### src/rtl/mem_port_arbiter_if.sv
// Bundle of the CPU instruction port, CPU data port, shared memory port and
// sticky error flags seen by mem_port_arbiter.
//   slave  : the arbiter's view (takes requests, drives mem_* and resp)
//   master : the surrounding CPU/memory view
interface mem_port_arbiter_if;
  // instruction fetch port
  logic        inst_read;
  logic [31:0] inst_addr;
  logic        inst_resp;
  logic [31:0] inst_rdata;
  // data port
  logic        data_read;
  logic        data_write;
  logic [31:0] data_addr;
  logic [31:0] data_wdata;
  logic [3:0]  data_mbe;
  logic        data_resp;
  logic [31:0] data_rdata;
  // shared memory port
  logic        mem_read;
  logic        mem_write;
  logic [31:0] mem_addr;
  logic [31:0] mem_wdata;
  logic [3:0]  mem_mbe;
  logic        mem_resp;
  logic [31:0] mem_rdata;
  // sticky error flags
  logic        err_timeout;
  logic        err_proto;

  modport slave (
    input  inst_read, inst_addr,
    input  data_read, data_write, data_addr, data_wdata, data_mbe,
    input  mem_resp, mem_rdata,
    output inst_resp, inst_rdata, data_resp, data_rdata,
    output mem_read, mem_write, mem_addr, mem_wdata, mem_mbe,
    output err_timeout, err_proto
  );

  modport master (
    output inst_read, inst_addr,
    output data_read, data_write, data_addr, data_wdata, data_mbe,
    output mem_resp, mem_rdata,
    input  inst_resp, inst_rdata, data_resp, data_rdata,
    input  mem_read, mem_write, mem_addr, mem_wdata, mem_mbe,
    input  err_timeout, err_proto
  );
endinterface

### src/rtl/mem_port_arbiter.sv
// mem_port_arbiter: serialises the CPU instruction and data ports onto one
// shared word-wide memory port. One transaction in flight at a time; the
// winning request is registered onto mem_*, the completion is routed back
// combinationally to the owner in the mem_resp cycle, and a watchdog forces
// completion if mem_resp never arrives.
//
// Build option: define ARB_ROUND_ROBIN_EN to alternate grants when both
// ports pend; otherwise the data port always wins ties.
module mem_port_arbiter #(
  parameter int TIMEOUT_CYCLES = 1024
) (
  input  logic              clk,
  input  logic              rst,
  mem_port_arbiter_if.slave bus
);
  localparam int            CW      = $clog2(TIMEOUT_CYCLES + 1);
  localparam logic [CW-1:0] WD_LAST = CW'(TIMEOUT_CYCLES - 1);

  typedef enum logic [1:0] {
    IDLE = 2'd0,
    INST = 2'd1,
    DATA = 2'd2
  } state_t;

  typedef struct packed {
    logic        read;
    logic        write;
    logic [31:0] addr;
    logic [31:0] wdata;
    logic [3:0]  mbe;
  } mem_req_t;

  state_t      state;
  mem_req_t    mreq;
  logic        last_data;      // last grant went to the data port
  logic [CW-1:0] wd_cnt;
  logic        err_timeout_q;
  logic        err_proto_q;

  logic        inst_pend;
  logic        data_pend;
  logic        pick_data;
  logic        busy;
  logic        owner_req;
  logic        expire;
  logic        done_ok;
  logic        resp_pulse;
  logic [31:0] resp_rdata;

  // Request decode, arbitration choice, and completion/expiry detection.
  always_comb begin
    inst_pend = bus.inst_read;
    data_pend = bus.data_read | bus.data_write;
`ifdef ARB_ROUND_ROBIN_EN
    // on a tie, hand the port to whoever did not have it last
    pick_data = data_pend & (~inst_pend | ~last_data);
`else
    pick_data = data_pend;
`endif
    busy       = (state != IDLE);
    owner_req  = (state == DATA) ? data_pend : inst_pend;
    // a real mem_resp in the expiry cycle takes precedence over the watchdog
    expire     = busy & ~bus.mem_resp & (wd_cnt == WD_LAST);
    // an owner that abandoned its request gets no completion pulse
    done_ok    = busy & bus.mem_resp & owner_req;
    resp_pulse = done_ok | expire;
    resp_rdata = done_ok ? bus.mem_rdata : 32'h0;
  end

`ifndef ARB_ROUND_ROBIN_EN
  // last grant is still tracked but does not steer fixed priority
  logic unused_last_grant;
  assign unused_last_grant = last_data;
`endif

  // Route completion to the owner; the non-owner sees zeros.
  always_comb begin
    bus.inst_resp  = resp_pulse & (state == INST);
    bus.inst_rdata = (state == INST) ? resp_rdata : 32'h0;
    bus.data_resp  = resp_pulse & (state == DATA);
    bus.data_rdata = (state == DATA) ? resp_rdata : 32'h0;
  end

  assign bus.mem_read    = mreq.read;
  assign bus.mem_write   = mreq.write;
  assign bus.mem_addr    = mreq.addr;
  assign bus.mem_wdata   = mreq.wdata;
  assign bus.mem_mbe     = mreq.mbe;
  // expiry is flagged in the same cycle as the forced completion
  assign bus.err_timeout = err_timeout_q | expire;
  assign bus.err_proto   = err_proto_q;

  // Arbitration FSM with registered shared-port request, watchdog and flags.
  always_ff @(posedge clk or negedge rst) begin
    if (!rst) begin
      state         <= IDLE;
      mreq          <= '0;
      last_data     <= 1'b0;
      wd_cnt        <= '0;
      err_timeout_q <= 1'b0;
      err_proto_q   <= 1'b0;
    end else begin
      case (state)
        IDLE: begin
          // nothing is outstanding, so a completion here is spurious
          if (bus.mem_resp) err_proto_q <= 1'b1;
          if (inst_pend | data_pend) begin
            wd_cnt <= '0;
            if (pick_data) begin
              state       <= DATA;
              last_data   <= 1'b1;
              mreq.addr   <= bus.data_addr;
              mreq.wdata  <= bus.data_wdata;
              mreq.mbe    <= bus.data_mbe;
              // read+write together is resolved as a store
              mreq.write  <= bus.data_write;
              mreq.read   <= ~bus.data_write;
              if (bus.data_read & bus.data_write) err_proto_q <= 1'b1;
            end else begin
              state       <= INST;
              last_data   <= 1'b0;
              mreq.addr   <= bus.inst_addr;
              mreq.wdata  <= 32'h0;
              mreq.mbe    <= 4'hF;
              mreq.write  <= 1'b0;
              mreq.read   <= 1'b1;
            end
          end
        end
        INST, DATA: begin
          if (bus.mem_resp) begin
            if (!owner_req) err_proto_q <= 1'b1;
            mreq.read  <= 1'b0;
            mreq.write <= 1'b0;
            state      <= IDLE;
          end else if (expire) begin
            err_timeout_q <= 1'b1;
            mreq.read     <= 1'b0;
            mreq.write    <= 1'b0;
            state         <= IDLE;
          end else begin
            wd_cnt <= wd_cnt + 1'b1;
          end
        end
        default: state <= IDLE;
      endcase
    end
  end
endmodule

### src/flat_wrapper.sv
// flat-port wrapper written by rule: the top's interface ports become plain ports
module mem_port_arbiter_flat 
#(
  parameter int TIMEOUT_CYCLES = 1024
)
  (clk, rst, bus_inst_read, bus_inst_addr, bus_data_read, bus_data_write, bus_data_addr, bus_data_wdata, bus_data_mbe, bus_mem_resp, bus_mem_rdata, bus_inst_resp, bus_inst_rdata, bus_data_resp, bus_data_rdata, bus_mem_read, bus_mem_write, bus_mem_addr, bus_mem_wdata, bus_mem_mbe, bus_err_timeout, bus_err_proto);
  mem_port_arbiter_if bus_i ();
  input  logic clk;
  input  logic rst;
  input wire logic [$bits(bus_i.inst_read)-1:0] bus_inst_read;
  input wire logic [$bits(bus_i.inst_addr)-1:0] bus_inst_addr;
  input wire logic [$bits(bus_i.data_read)-1:0] bus_data_read;
  input wire logic [$bits(bus_i.data_write)-1:0] bus_data_write;
  input wire logic [$bits(bus_i.data_addr)-1:0] bus_data_addr;
  input wire logic [$bits(bus_i.data_wdata)-1:0] bus_data_wdata;
  input wire logic [$bits(bus_i.data_mbe)-1:0] bus_data_mbe;
  input wire logic [$bits(bus_i.mem_resp)-1:0] bus_mem_resp;
  input wire logic [$bits(bus_i.mem_rdata)-1:0] bus_mem_rdata;
  output wire logic [$bits(bus_i.inst_resp)-1:0] bus_inst_resp;
  output wire logic [$bits(bus_i.inst_rdata)-1:0] bus_inst_rdata;
  output wire logic [$bits(bus_i.data_resp)-1:0] bus_data_resp;
  output wire logic [$bits(bus_i.data_rdata)-1:0] bus_data_rdata;
  output wire logic [$bits(bus_i.mem_read)-1:0] bus_mem_read;
  output wire logic [$bits(bus_i.mem_write)-1:0] bus_mem_write;
  output wire logic [$bits(bus_i.mem_addr)-1:0] bus_mem_addr;
  output wire logic [$bits(bus_i.mem_wdata)-1:0] bus_mem_wdata;
  output wire logic [$bits(bus_i.mem_mbe)-1:0] bus_mem_mbe;
  output wire logic [$bits(bus_i.err_timeout)-1:0] bus_err_timeout;
  output wire logic [$bits(bus_i.err_proto)-1:0] bus_err_proto;
  assign bus_i.inst_read = bus_inst_read;
  assign bus_i.inst_addr = bus_inst_addr;
  assign bus_i.data_read = bus_data_read;
  assign bus_i.data_write = bus_data_write;
  assign bus_i.data_addr = bus_data_addr;
  assign bus_i.data_wdata = bus_data_wdata;
  assign bus_i.data_mbe = bus_data_mbe;
  assign bus_i.mem_resp = bus_mem_resp;
  assign bus_i.mem_rdata = bus_mem_rdata;
  assign bus_inst_resp = bus_i.inst_resp;
  assign bus_inst_rdata = bus_i.inst_rdata;
  assign bus_data_resp = bus_i.data_resp;
  assign bus_data_rdata = bus_i.data_rdata;
  assign bus_mem_read = bus_i.mem_read;
  assign bus_mem_write = bus_i.mem_write;
  assign bus_mem_addr = bus_i.mem_addr;
  assign bus_mem_wdata = bus_i.mem_wdata;
  assign bus_mem_mbe = bus_i.mem_mbe;
  assign bus_err_timeout = bus_i.err_timeout;
  assign bus_err_proto = bus_i.err_proto;
  mem_port_arbiter #(.TIMEOUT_CYCLES(TIMEOUT_CYCLES)) u_core (.clk(clk), .rst(rst), .bus(bus_i));
endmodule
### config.mk
export PLATFORM = sky130hd
export DESIGN_NAME = mem_port_arbiter_flat
export DESIGN_NICKNAME = d
export VERILOG_FILES = /design/src/rtl/mem_port_arbiter_if.sv /design/src/rtl/mem_port_arbiter.sv /design/src/flat_wrapper.sv
export SDC_FILE = /design/constraint.sdc
export NUM_CORES = 1
export LEC_CHECK = 0
export ABC_AREA = 1
export CORE_MARGIN = 4
export CORE_UTILIZATION = 33
export CTS_BUF_LIST = sky130_fd_sc_hd__clkbuf_16
export DETAILED_ROUTE_END_ITERATION = 6
export MAX_ROUTING_LAYER = met4
export PLACE_DENSITY = 0.77
export SLEW_MARGIN = 20
export SYNTH_ARGS = -nofsm -noshare
export SYNTH_HDL_FRONTEND = slang
export SYNTH_SLANG_ARGS = --single-unit
### constraint.sdc
create_clock -name clk -period 1.5 [get_ports clk]
set_input_delay 0.3 -clock clk [delete_from_list [all_inputs] [get_ports clk]]
set_output_delay 0.3 -clock clk [all_outputs]
set_load 0.05 [all_outputs]
-- Word-level counts from Yosys, hierarchy flattened
Cells that the tools add are included.
- bits of input ports: 138
- register bits: 85
- word-level logic and storage cells: 65
- output and inout port bits: 138
- bitwise gates (word level): 13
- reduce and logical (&&, ||, !) cells: 10
- equal/unequal tests: 9
- muxes and demuxes: 23
- add/sub/neg operators: 1
- operators with widths (operator ; count):
    70-bit 2-to-1 mux ; 2
    32-bit 2-to-1 mux ; 3
    11-bit 2-to-1 mux ; 3
    11-bit case mux with 2 select lines ; 1
    11-bit by 1-bit adder with 11-bit output, second input constant ; 1
    11-bit by 10-bit == test with 1-bit output, second input constant ; 1
    3-bit AND reduction ; 3
    2-bit 2-to-1 mux ; 4
    2-bit != test, second input constant ; 4
    2-bit case mux with 2 select lines ; 2
    1-bit AND ; 7
    1-bit 2-to-1 mux ; 7
    1-bit bitwise OR ; 4
    2-bit AND reduction ; 2
    4-bit AND reduction ; 1
    2-bit nonzero test ; 2
    3-bit by 2-bit != test with 1-bit output, second input constant ; 1
    2-bit by 1-bit == test with 1-bit output, second input constant ; 1
    2-bit == test, second input constant ; 1
    2-bit logical NOT ; 1
    2-bit by 1-bit != test with 1-bit output, second input constant ; 1
    1-bit NOT ; 2
    1-bit case mux with 2 select lines ; 1
    2-bit OR reduction ; 1

-- Longest topological paths before layout
- depth in word-level cells: 6
- mapped depth: 10
- mapped depth without buffers: 10

-- Least setup slack after synthesis
OpenSTA, ideal clock, no wires.
- path type: flip-flop to output port
- from: reg u_core.state[0]
- to: out bus_data_rdata[12]
- buffers on the path: 2
- data required time: 1200 ps
- cell stages (with the launch flop): 9
- slack: -1077 ps
- arrival time: 2277 ps
- cells stage by stage: dfrtp_1 > inv_1 > ha_1 > inv_1 > nand2_1 > nand4_1 > buf_2 > buf_2 > nor3_1
- longest elaborated chain between the ends: 5
- elaborated cells between the ends (all ways): 7
- those cells by class: eq/ne: 1; mux: 3; bitwise: 2; reduce/logical: 1
- RTL lines (item ; RTL line ; source):
    start, declared ; mem_port_arbiter.sv:33 ; state_t state;
    start signal, assigned ; mem_port_arbiter.sv:96 ; state <= IDLE;
    start signal, assigned ; mem_port_arbiter.sv:110 ; state <= DATA;
    start signal, assigned ; mem_port_arbiter.sv:120 ; state <= INST;
    2-bit == test / 2-bit nonzero test (equally long branches) ; mem_port_arbiter.sv:61, mem_port_arbiter.sv:81, mem_port_arbiter.sv:60 ;
    1-bit 2-to-1 mux / 1-bit AND (equally long branches) ; mem_port_arbiter.sv:61, mem_port_arbiter.sv:65 ;
    1-bit AND ; mem_port_arbiter.sv:65 ; done_ok = busy & bus.mem_resp & owner_req;
    32-bit 2-to-1 mux ; mem_port_arbiter.sv:67 ; resp_rdata = done_ok ? bus.mem_rdata : 32'h0;
    32-bit 2-to-1 mux (*) ; mem_port_arbiter.sv:81 ; bus.data_rdata = (state == DATA) ? resp_rdata : 32'h0;
    end, declared ; flat_wrapper.sv:22 ; output wire logic [$bits(bus_i.data_rdata)-1:0] bus_data_rdata;
Every way passes the cells marked *; elsewhere a longest branch is shown, timed or not.

-- Worst setup path after layout
- from: reg u_core.state[0]
- to: out bus_data_rdata[10]
The elaborated chain is that of the path after synthesis.

==> summary.md <==
| Metric | Value |
|---|---|
| Pleak | `0.00472 µW` |
| DRT iter0 DRCs | `255` |
| Fill count | `703` |
| Worst slew pin tran | `357 ps` |
| Setup slack on the worst flop-to-flop path | `-320 ps` |
| TritonRoute pass-1 iters | `4` |
| Die height | `122 µm` |
| Mean Syn Cell Area | `8.18 µm²` |
| Setup crit start kind | `register` |
| Final Non-Filler Cells | `1034` |
| Initial Util | `0.339` |
| Failing checks | `setup timing` |
| Rel. slew slack | `0.762` |
| Worst skew pair latency | `350 ps` |
| Drt wl/cell | `19.5 µm` |
| Sequential fraction of the synthesis area | `0.493` |
| Critical path class | `reg2out` |
| Mapped Cells | `527` |
| Worst Skew | `9.90 ps` |
| Grt ovf | `0` |
| Max layer used | `met4` |
| Fmax | `449 MHz` |
| Final setup vio count | `150` |
| Nets | `1000` |
| DIE AREA | `0.0150 mm²` |
| Syn nets | `670` |
| Status | `complete, but fails checks` |
| Met2 Routed Length | `10600 µm` |
| WL met3 | `1830 µm` |
| Final setup TNS | `-59740 ps` |
| Unrepaired setup endpoints after global routing | `true` |
| Port Buffers | `275` |
| Crit path time final | `2220 ps` |
| Max Cap Viol | `0` |
| Final Cycle Share | `1.48` |
| Final Power | `22400 µW` |
| First-pass GRT wire length | `27800 µm` |
| Largest net degree at the start of global routing | `45` |
| Pwr/cell area | `2160 mW/mm²` |
| Total track usage | `0.245` |
| Core Region | `0.0127 mm²` |
| Clock buffer depth | `2` |
| CTS tree | `done` |
| Area of the multi-input gates | `0.00291 mm²` |
| Row count | `41` |
| Worst-path clk slew | `70 ps` |
| Hold/Removal Path Class | `in2async` |
| Vias per cell | `5.08` |
| Number of global-route vias before repair | `5438` |
| Max H-tree Level | `3` |
| Share of layout cells above drive strength 1 | `0.441` |
| Finished Cell Area | `0.0103 mm²` |
| Yosys reg bits | `85` |
| Synth Warn # | `0` |
| Die X-Extent | `122 µm` |
| DRC | `0` |
| Placed cells | `995` |
| Vias | `5255` |
| CTS buffer count | `9` |
| GPL Wtd Cong | `0.833` |
| Routed wire length | `20200 µm` |
| Seq. cell area | `0.00213 mm²` |
| IO Pins | `276` |
| Worst VDD drop | `1250 µV` |
| CP Capture Type | `output pin` |
| PnR worst setup slack | `-725 ps` |
| ANT nets after route | `0` |
| Area Overhead vs Synth | `140%` |
| Met1 wire length | `7160 µm` |
| Root buffer cell | `clkbuf_16` |
| Worst path required time | `1200 ps` |
| Library cells used by synthesis | `27` |
| Crit path max fanout | `13` |
| Clock Sinks | `85` |
| Placed inst area | `0.00864 mm²` |
| Final hold viol count | `0` |
| Initial antenna violation count | `0` |
| Worst EP arrival | `1920 ps` |
| Final max-slew violation count | `0` |
| Post-Syn Area | `0.00431 mm²` |
| HPWL Detailed | `12800 µm` |
| Ant. Diodes | `0` |
==> cells in the final DEF (no fill, tap or decap), types with 5 or more instances in the layout <==
master and n:
nor2_1 7, a31oi_1 19, buf_16 6, inv_1 51, dfrtp_1 84, a22o_1 32, buf_4 44, a31oi_4 12
inv_2 7, nor2_2 26, xor2_1 5, buf_12 84, nor3_4 59, buf_6 76, clkbuf_16 14, clkdlybuf4s50_1 134
nor3_2 7, nand2_1 122, nand2_2 9, nor2_4 14
==> Yosys cell counts, drive strengths merged <==
master    n  area share
buf      15       0.023
a21o      1      0.0017
a21oi     3      0.0035
ha        5       0.015
inv      60       0.052
dfrtp    85        0.49
o21ai     5      0.0084
a31oi    32       0.046
o21bai    1      0.0017
nor2     47       0.042
nand3b    1      0.0017
nand4     4      0.0058
nand3     7      0.0093
o22a      4      0.0081
nand2   132        0.11
and2      1      0.0015
clkbuf   20       0.017
nor3     67       0.079
xor2      5       0.010
a22o     32       0.065
==> layer usage <==
layer	vias up	track usage
li1	2409	-
met1	2529	0.259
met2	276	0.437
met3	41	0.0687
met4	0	0.0861
met5	-	-
==> flip-flops by register name, indices dropped and copies added, names as in the netlist <==
signal	cells
u_core.bus.mem_addr	32
u_core.bus.mem_wdata	32
u_core.wd_cnt	11
u_core.bus.mem_mbe	4
u_core.state	2
u_core.bus.err_proto	1
u_core.bus.mem_read	1
u_core.bus.mem_write	1
u_core.err_timeout_q	1
==> critical path, stage by stage (launching register included) <==
cell and delay (ps):
dfrtp_1 380, inv_2 90, ha_4 150, inv_4 40, nand2_2 50, nand4_1 130
buf_12 190, buf_4 150, nor3_4 200, buf_6 190
==> path summary, 6_finish.rpt <==
check                      cells past startpoint                 start                       to
hold reg to reg                                2  u_core.err_timeout_q     u_core.err_timeout_q
max in group asynchronous                      3                   rst  u_core.bus.mem_wdata[1]
hold / removal                                 2                   rst   u_core.bus.mem_addr[2]
min in group clk                               2  u_core.err_timeout_q     u_core.err_timeout_q
setup reg to reg                              12       u_core.state[1]         u_core.wd_cnt[8]
setup / recovery                               9       u_core.state[0]       bus_data_rdata[10]
==> metrics by stage <==
stage / hold slack [ps] / worst slack (ps) / utilization
6_report: 379 / -725 / 0.813
5_1_grt: 389 / -800 / 0.813
4_1_cts: 376 / -731 / 0.762
3_5_place_dp: 188 / -628 / 0.679
3_3_place_gp: 187 / -583 / 0.679
2_1_floorplan: 4.41 / -616 / -
==> cell type report <==
class | count | area share
tap | 172 | 0.0208
clock buffer | 9 | 0.0218
clock inverter | 7 | 0.00702
multi-input combinational | 347 | 0.282
sequential | 85 | 0.206
timing repair buffer | 354 | 0.441
inverter | 60 | 0.0223
==> power by group <==
group	total, µW	internal [µW]	switching [µW]
clock network	2270	1300	977
registers	4520	3270	1240
logic	15600	7340	8240
total	22400	11900	10500
==> repair_timing <==
| item | in CTS | in global routing |
|---|---|---|
| endpoints found under the hold margin | 16 | 0 |
| hold buffers | 1 | 0 |
| setup buffers | 8 | 3 |
| pin swaps | 3 | 4 |
| gates cloned | 7 | 6 |
| gates resized for setup | 135 | 98 |
| endpoints found under the setup margin | 150 | 150 |
==> cells by family (layout without fill, tap and decap cells) <==
kind of cell,Yosys count,after routing,synth area share
buf+inv,95,430,0.0926
simple gates,259,259,0.254
compound gates,78,78,0.135
xor+xnor,5,5,0.0102
flops,85,85,0.493
fa+ha+maj,5,5,0.0145
Note: power is estimated with default switching activity, not from simulation.
